## config.mk

```make
export PLATFORM = sky130hd
export DESIGN_NAME = vc_mem_copy_initiator
export DESIGN_NICKNAME = d
export VERILOG_FILES = /design/src/rtl/vc_mem_copy_initiator.sv
export SDC_FILE = /design/constraint.sdc
export NUM_CORES = 1
export LEC_CHECK = 0
export BUFFER_PORTS_ARGS = -buffer_cell sky130_fd_sc_hd__buf_2
export CORE_UTILIZATION = 55
export CTS_CLUSTER_SIZE = 8
export DETAILED_ROUTE_END_ITERATION = 8
export GPL_TIMING_DRIVEN = 0
export PLACE_DENSITY = 0.91
export SLEW_MARGIN = 20
export SYNTH_ARGS = -nofsm -noshare
export SYNTH_HDL_FRONTEND = slang
export SYNTH_SLANG_ARGS = --single-unit
```

## constraint.sdc

```tcl
create_clock -name clk -period 2.55 [get_ports clk]
set_input_delay 0.255 -clock clk [delete_from_list [all_inputs] [get_ports clk]]
set_output_delay 0.255 -clock clk [all_outputs]
set_load 0.05 [all_outputs]
```

## src/rtl/vc_mem_copy_initiator.sv

```systemverilog
// vc_mem_copy_initiator
//   Copy engine that moves cmd_cnt full words from cmd_src to cmd_dst. It
//   issues one VC mem request at a time: a read, then a write of the data
//   that came back. It drives the requester side of a single-port memory.
//
//   Optional feature macro: VC_MEM_COPY_CHECK_EN. When defined, every write
//   is followed by a read-back of the destination word. A mismatch sets the
//   sticky err flag. When undefined, the check states are absent and err is
//   tied to 0.
//
//   Ports
//     clk, reset        clock; asynchronous active-low reset
//     cmd_val/rdy       copy command handshake (rdy only in IDLE)
//     cmd_src/dst/cnt   first source byte address, first destination byte
//                       address, word count
//     memreq_*          VC mem request  {type, addr, len, data}
//     memresp_*         VC mem response {type, len, data}
//     busy              high in every state except IDLE
//     done              one-cycle pulse when a command completes
//     err               sticky read-back mismatch flag
module vc_mem_copy_initiator #(
    parameter  int p_addr_sz = 16,
    parameter  int p_data_sz = 32,
    parameter  int p_cnt_sz  = 8,
    // The VC message sizes are derived from the field widths.
    localparam int LEN_SZ    = $clog2(p_data_sz / 8),
    localparam int REQ_SZ    = 1 + p_addr_sz + LEN_SZ + p_data_sz,
    localparam int RESP_SZ   = 1 + LEN_SZ + p_data_sz
) (
    input  logic                 clk,
    input  logic                 reset,
    input  logic                 cmd_val,
    output logic                 cmd_rdy,
    input  logic [p_addr_sz-1:0] cmd_src,
    input  logic [p_addr_sz-1:0] cmd_dst,
    input  logic [p_cnt_sz-1:0]  cmd_cnt,
    output logic                 memreq_val,
    input  logic                 memreq_rdy,
    output logic [REQ_SZ-1:0]    memreq_msg,
    input  logic                 memresp_val,
    output logic                 memresp_rdy,
    input  logic [RESP_SZ-1:0]   memresp_msg,
    output logic                 busy,
    output logic                 done,
    output logic                 err
);

    localparam logic                 MSG_READ   = 1'b0;
    localparam logic                 MSG_WRITE  = 1'b1;
    localparam logic [p_addr_sz-1:0] WORD_BYTES = p_addr_sz'(p_data_sz / 8);

    typedef enum logic [2:0] {
        IDLE,
        RD_REQ,
        RD_WAIT,
        WR_REQ,
        WR_WAIT,
`ifdef VC_MEM_COPY_CHECK_EN
        CK_REQ,
        CK_WAIT,
`endif
        DONE
    } state_e;

    state_e                 state_q, state_d;
    logic [p_addr_sz-1:0]   src_q, src_d;
    logic [p_addr_sz-1:0]   dst_q, dst_d;
    logic [p_cnt_sz-1:0]    cnt_q, cnt_d;    // words still to copy
    logic [p_data_sz-1:0]   buf_q, buf_d;
    logic                   advance;

    logic [p_data_sz-1:0]   resp_data;
    logic                   unused_resp_bits;

    assign resp_data = memresp_msg[p_data_sz-1:0];
    // The len field is never used. The type field is only used by the check.
    assign unused_resp_bits = ^memresp_msg[RESP_SZ-1:p_data_sz];

`ifdef VC_MEM_COPY_CHECK_EN
    logic err_q, err_d;
    logic resp_type;
    assign resp_type = memresp_msg[RESP_SZ-1];
    assign err       = err_q;
`else
    assign err = 1'b0;
`endif

    always_ff @(posedge clk or negedge reset) begin
        if (!reset) begin
            state_q <= IDLE;
            src_q   <= '0;
            dst_q   <= '0;
            cnt_q   <= '0;
            buf_q   <= '0;
`ifdef VC_MEM_COPY_CHECK_EN
            err_q   <= 1'b0;
`endif
        end else begin
            state_q <= state_d;
            src_q   <= src_d;
            dst_q   <= dst_d;
            cnt_q   <= cnt_d;
            buf_q   <= buf_d;
`ifdef VC_MEM_COPY_CHECK_EN
            err_q   <= err_d;
`endif
        end
    end

    always_comb begin
        state_d = state_q;
        src_d   = src_q;
        dst_d   = dst_q;
        cnt_d   = cnt_q;
        buf_d   = buf_q;
        advance = 1'b0;
`ifdef VC_MEM_COPY_CHECK_EN
        err_d   = err_q;
`endif
        unique case (state_q)
            IDLE: begin
                // Responses that arrive here are stale and are dropped.
                if (cmd_val) begin
                    src_d   = cmd_src;
                    dst_d   = cmd_dst;
                    cnt_d   = cmd_cnt;
`ifdef VC_MEM_COPY_CHECK_EN
                    err_d   = 1'b0;
`endif
                    state_d = (cmd_cnt == '0) ? DONE : RD_REQ;
                end
            end
            RD_REQ:  if (memreq_rdy) state_d = RD_WAIT;
            RD_WAIT: begin
                if (memresp_val) begin
                    buf_d   = resp_data;
                    state_d = WR_REQ;
                end
            end
            WR_REQ:  if (memreq_rdy) state_d = WR_WAIT;
            WR_WAIT: begin
                if (memresp_val) begin
`ifdef VC_MEM_COPY_CHECK_EN
                    state_d = CK_REQ;
`else
                    advance = 1'b1;
`endif
                end
            end
`ifdef VC_MEM_COPY_CHECK_EN
            CK_REQ:  if (memreq_rdy) state_d = CK_WAIT;
            CK_WAIT: begin
                if (memresp_val) begin
                    if (resp_data != buf_q || resp_type != MSG_READ) err_d = 1'b1;
                    advance = 1'b1;
                end
            end
`endif
            DONE:    state_d = IDLE;
            default: state_d = IDLE;
        endcase

        // Step to the next word. Pointer addition wraps modulo 2^p_addr_sz.
        if (advance) begin
            src_d   = src_q + WORD_BYTES;
            dst_d   = dst_q + WORD_BYTES;
            cnt_d   = cnt_q - p_cnt_sz'(1);
            state_d = (cnt_q == p_cnt_sz'(1)) ? DONE : RD_REQ;
        end
    end

    // All outputs decode from registered state only. No input feeds an output.
    always_comb begin
        cmd_rdy     = (state_q == IDLE);
        busy        = (state_q != IDLE);
        done        = (state_q == DONE);
        memreq_val  = (state_q == RD_REQ) || (state_q == WR_REQ)
`ifdef VC_MEM_COPY_CHECK_EN
                   || (state_q == CK_REQ)
`endif
                   ;
        memresp_rdy = (state_q == IDLE) || (state_q == RD_WAIT) || (state_q == WR_WAIT)
`ifdef VC_MEM_COPY_CHECK_EN
                   || (state_q == CK_WAIT)
`endif
                   ;
        memreq_msg  = '0;
        if (state_q == WR_REQ) begin
            memreq_msg = {MSG_WRITE, dst_q, {LEN_SZ{1'b0}}, buf_q};
        end else if (state_q == RD_REQ) begin
            memreq_msg = {MSG_READ, src_q, {LEN_SZ{1'b0}}, {p_data_sz{1'b0}}};
        end else begin
            // The check read-back targets the destination word.
            memreq_msg = {MSG_READ, dst_q, {LEN_SZ{1'b0}}, {p_data_sz{1'b0}}};
        end
    end

endmodule

```

# Word-level counts from Yosys, hierarchy flattened
# Cells that the tools add are included.
# classes
n_mux	21
add_sub_neg	3
eq_ne	11
n_reduce_logical	11
# ops
cell	n
16-bit 2-to-1 mux	6
51-bit 2-to-1 mux	1
50-bit 2-to-1 mux	1
16-bit by 3-bit adder with 16-bit output, second input constant	2
8-bit 2-to-1 mux	3
3-bit 2-to-1 mux	7
3-bit case mux with 5 select lines	1
3-bit != test, second input constant	3
8-bit by 1-bit equality test with 1-bit output, second input constant	1
8-bit zero test	1
8-bit by 1-bit subtractor with 8-bit output, second input constant	1
3-bit by 2-bit equality test with 1-bit output, second input constant	2
3-bit equality test, second input constant	2
5-bit AND reduction	1
2-bit AND reduction	2
2-bit nonzero test	2
3-bit by 1-bit equality test with 1-bit output, second input constant	1
3-bit zero test	1
1-bit logical OR	3
3-bit by 2-bit != test with 1-bit output, second input constant	1
3-bit nonzero test	1
1-bit 2-to-1 mux	2
2-bit != test, second input constant	1
# word_totals
out_inout_bits	57
inputBits	80
reg_bits	75
word_cells	51

# Depth between registers and ports, before layout
# depth
word_depth	5
depth_mapped	7
mapped_depth_nobuf	6

# Least setup slack after synthesis
# Ideal clock, no wire load.
# synth_timing
kind	register to output
start	register state_q[2]
end	output port memreq_msg[36]
path_buffers	2
required_time_ns	2.295
path_stages_with_launch	7
slack_ns	0.190
t_arrival_ns	2.105
cell_sequence	dfrtp_1 > buf_2 > inv_1 > nand2_1 > nor2_2 > buf_2 > mux2i_1
# synth_via
elab_chain_cells	3
word_cells_on_any_way	4
classes_between	2 x eq/ne; 2 x mux
# synth_lines
item	line_no	source
start: declaration	65	state_e state_q, state_d;
start signal: assignment	99	state_q <= state_d;
3-bit by 1-bit equality test with 1-bit output	190	end else if (state_q == RD_REQ) begin
50-bit 2-to-1 mux	190	
51-bit 2-to-1 mux *	188	if (state_q == WR_REQ) begin
end: declaration	39	output logic [REQ_SZ-1:0] memreq_msg,
# Every way passes the cells marked *; elsewhere a longest branch is shown, timed or not.

# Worst setup path after layout
# layout_timing
start	register state_q[2]
end	output port memreq_msg[49]
# The elaborated chain is that of the path after synthesis.

==> results_dict.tcl <==
set metrics [dict create \
    core_area_mm2 0.00721 \
    fillers 544 \
    synth_compound_gate_area_share_pct 12.6 \
    hold_depth 3 \
    setup_viol 0 \
    avgSynthCellArea_um2 10.2 \
    ys_seq_area_share_pct 46.1 \
    p_leak_uw 0.00251 \
    overflow 0 \
    grt_max_degree 44 \
    gp_congestion 0.867 \
    ys_ff_latch 75 \
    die_x_um 88.1 \
    synthAdderAreaFrac_pct 1.23 \
    antenna_cells 0 \
    synth_warnings 0 \
    routed_wl_mm 11.4 \
    p_per_area_mw_per_mm2 1420 \
    synth_top_family_by_area "simple AND/OR/NAND/NOR gates" \
    worstReg2RegStart "state_q[2]" \
    synth_xor_area_share_pct 0.215 \
    synth_edf_count 0 \
    nNetsFinal 631 \
    start_util_pct 56.5 \
    die_h_um 88.1 \
    route.detailed.drc 0 \
    crit_type "reg -> out" \
    cts_tree "done" \
    avgRoutedWirePerCell_um 17.4 \
    drtIter0Drc 288 \
    cp_data_required_time_ns 2.30 \
    grt_first_pass_wirelength_mm 17.9 \
    reg2reg_to "src_q[13]" \
    port-buffer-count 130 \
    relSlewSlack_pct 56.6 \
    slew_viol_final 0 \
    cts_root_buf "clkbuf_8" \
    endpoint_kind "output pin" \
    status "finished clean" \
    grt_pass1_vias 3708 \
    htree_levels 3 \
    r2r_cells 5 \
    ys.flop_type "dfrtp_1" \
    async_flop_share_pct 100 \
    clock_path_buffers 2 \
    boundaryPins 137 \
    dpl_cell_area_mm2 0.00488 \
    synth_cell_types 53 \
    dp_cells 631 \
    tightestPinTransition_ns 0.648 \
    cts.clk_slew.worst_paths_ns 0.08 \
    yosys.area.top_type "dfrtp_1" \
    stdcell_count 651 \
    antenna_found_initial 0 \
    num_rows 31 \
    finalInstanceArea_mm2 0.00513 \
    fmax_ghz 0.415 \
    synth_cells 399 \
    hold_viol 0 \
    synth_area_mm2 0.00408 \
    drv_cap 0 \
    period_share_pct 94.4 \
    area_delta_synth_final_pct 26.0 \
    antenna_left 0 \
    cp_max_fo 10 \
    drt_pass1_iterations 5 \
    dp_hpwl_mm 8.07 \
    yosysTopAreaCellShare_pct 46.1 \
    ir_drop_mv 0.836 \
    tns_ns 0 \
    whs_endpoint "src_q[1]" \
    grt_setup_unrepaired "no" \
    hold_path_class "in -> reg" \
    routed-via-count 3878 \
    synth-simple-area-share_pct 20.8 \
    cts_made_buffers 9 \
    critPathLaunchType "flop" \
    r2r_slack_ns 0.48 \
    vias_per_cell 5.96 \
    crit_arrival_ns 2.15 \
    synthMuxAreaShare_pct 13.9 \
    grt_usage_pct 30.6 \
    clk_latency_ns 0.37 \
    period_minus_slack_ns 2.41 \
    dieArea_mm2 0.00776 \
    min-delay-start "cmd_src[1]" \
    yosys-top-cells-area "dfrtp_1 46%, mux2_2 12%, and3_1 5.2%" \
    skew_ns 0.0105 \
    drive_gt1_share_pct 40.4 \
    post-route-util_pct 71.2 \
    clock_sinks 75 \
]
## per-stage QoR
step | worst slack, ns | hold WS, ns | power (uW)
2_1_floorplan | 0.190 | -0.0406 | 5220
3_3_place_gp | 0.286 | 0.446 | 6040
3_5_place_dp | 0.260 | 0.225 | 6190
4_1_cts | 0.0163 | 0.0681 | 7200
5_1_grt | 0.0260 | 0.0657 | 7700
6_report | 0.142 | 0.0743 | 7290
## timing repair
action                                 4_1_cts  5_1_grt
pin swaps                                    0        1
setup endpoints to repair                   10       39
gates resized for setup                      2        7
endpoints found under the hold margin       32        0
hold buffers                                 1        0
setup buffers                                0        3
## registers in the layout, indices dropped and copies added, names as in the netlist
| signal | cells |
|---|---|
| buf_q | 32 |
| dst_q | 16 |
| src_q | 16 |
| cnt_q | 8 |
| state_q | 3 |
## Yosys cell counts (3+ instances only)
cell / number
inv_1: 14
nor2_1: 12
o21ai_0: 7
ha_1: 4
o311ai_0: 9
nand3_1: 15
nor3b_1: 4
a221o_1: 7
nand2_1: 51
o311ai_1: 4
a31oi_1: 5
and4_1: 3
clkbuf_1: 12
buf_2: 9
o211ai_1: 13
and3_1: 34
o22ai_1: 5
mux2i_1: 6
dfrtp_1: 75
nor3_1: 5
a21oi_1: 5
nor4_1: 5
nand4_1: 8
mux2_2: 45
and2_1: 3
buf_4: 5
## how the worst max path moves through the flow
stage                     cells past startpoint        from        endpoint
final                                         7  state_q[2]  memreq_msg[49]
after global routing                          7  state_q[2]  memreq_msg[21]
after CTS                                     7  state_q[2]  memreq_msg[49]
after detailed placement                      7  state_q[2]  memreq_msg[49]
after global placement                        7  state_q[2]  memreq_msg[48]
after floorplan                               6  state_q[2]  memreq_msg[36]
## cells in the final DEF (no fill, tap or decap), types with 2 or more instances in the layout
master    count
a32oi_1       2
nand3_1      15
buf_6         3
nor2_1       12
inv_2         2
and3_1       34
o211ai_1     13
mux2i_1       6
a21oi_1       5
and2_1        3
a22oi_1       2
dfrtp_1      75
nor3_1        5
o311ai_1      4
a31oi_1       5
mux2_2       45
inv_6         2
o22ai_1       5
o21ai_0       7
clkinv_4      2
or2_2         2
clkbuf_1     10
buf_4         9
ha_1          4
and4_1        3
clkbuf_2      2
nand2_1      51
nand4_1       8
or3_1         2
nand2b_1      2
a221o_1       7
clkbuf_8      9
buf_2       137
nor3b_1       4
conb_1        3
nor4_1        5
inv_1        12
o311ai_0      9
## metal layers
metal / part of all wire [%] / vias to the layer above / track usage, %
met4: 2.7 / 0 / 13.6
met3: 8.7 / 36 / 9.71
met5: 0 / - / 0
met1: 40 / 1836 / 39.9
met2: 48 / 222 / 46.9
li1: - / 1784 / -
## area by class of cell
| class | instances | area, um2 | area share [%] |
|---|---|---|---|
| Timing Repair Buffer | 135 | 706 | 13.7 |
| Clock buffer | 9 | 124 | 2.41 |
| Clock inverter | 7 | 83.8 | 1.63 |
| Inverter | 14 | 52.6 | 1.02 |
| Buffer | 29 | 163 | 3.17 |
| Sequential cell | 75 | 1880 | 36.6 |
| Tap cell | 99 | 124 | 2.41 |
| Multi-Input combinational cell | 283 | 2000 | 39.0 |
## worst max-delay path, cell delays in order, from the launching register on
cell and delay (ns):
dfrtp_1 0.40, buf_2 0.20, inv_2 0.10, nand2_1 0.13
nor2_4 0.20, buf_6 0.18, mux2_2 0.35, buf_2 0.21
## cells by family (layout without fill, tap and decap cells)
group           Yosys count  in the layout
mux                      51             51
xor+xnor                  1              1
other cells               1              3
compound gates           68             68
simple gates            156            156
buf+inv                  43            194
flops                    75             75
fa+ha+maj                 4              4
## report_power, final
group	switching [uW]	internal [uW]	total, uW
clock	511	469	980
combinational	2650	1360	4020
sequential	520	1770	2290
total	3680	3610	7290
(Power assumes the default switching activity.)
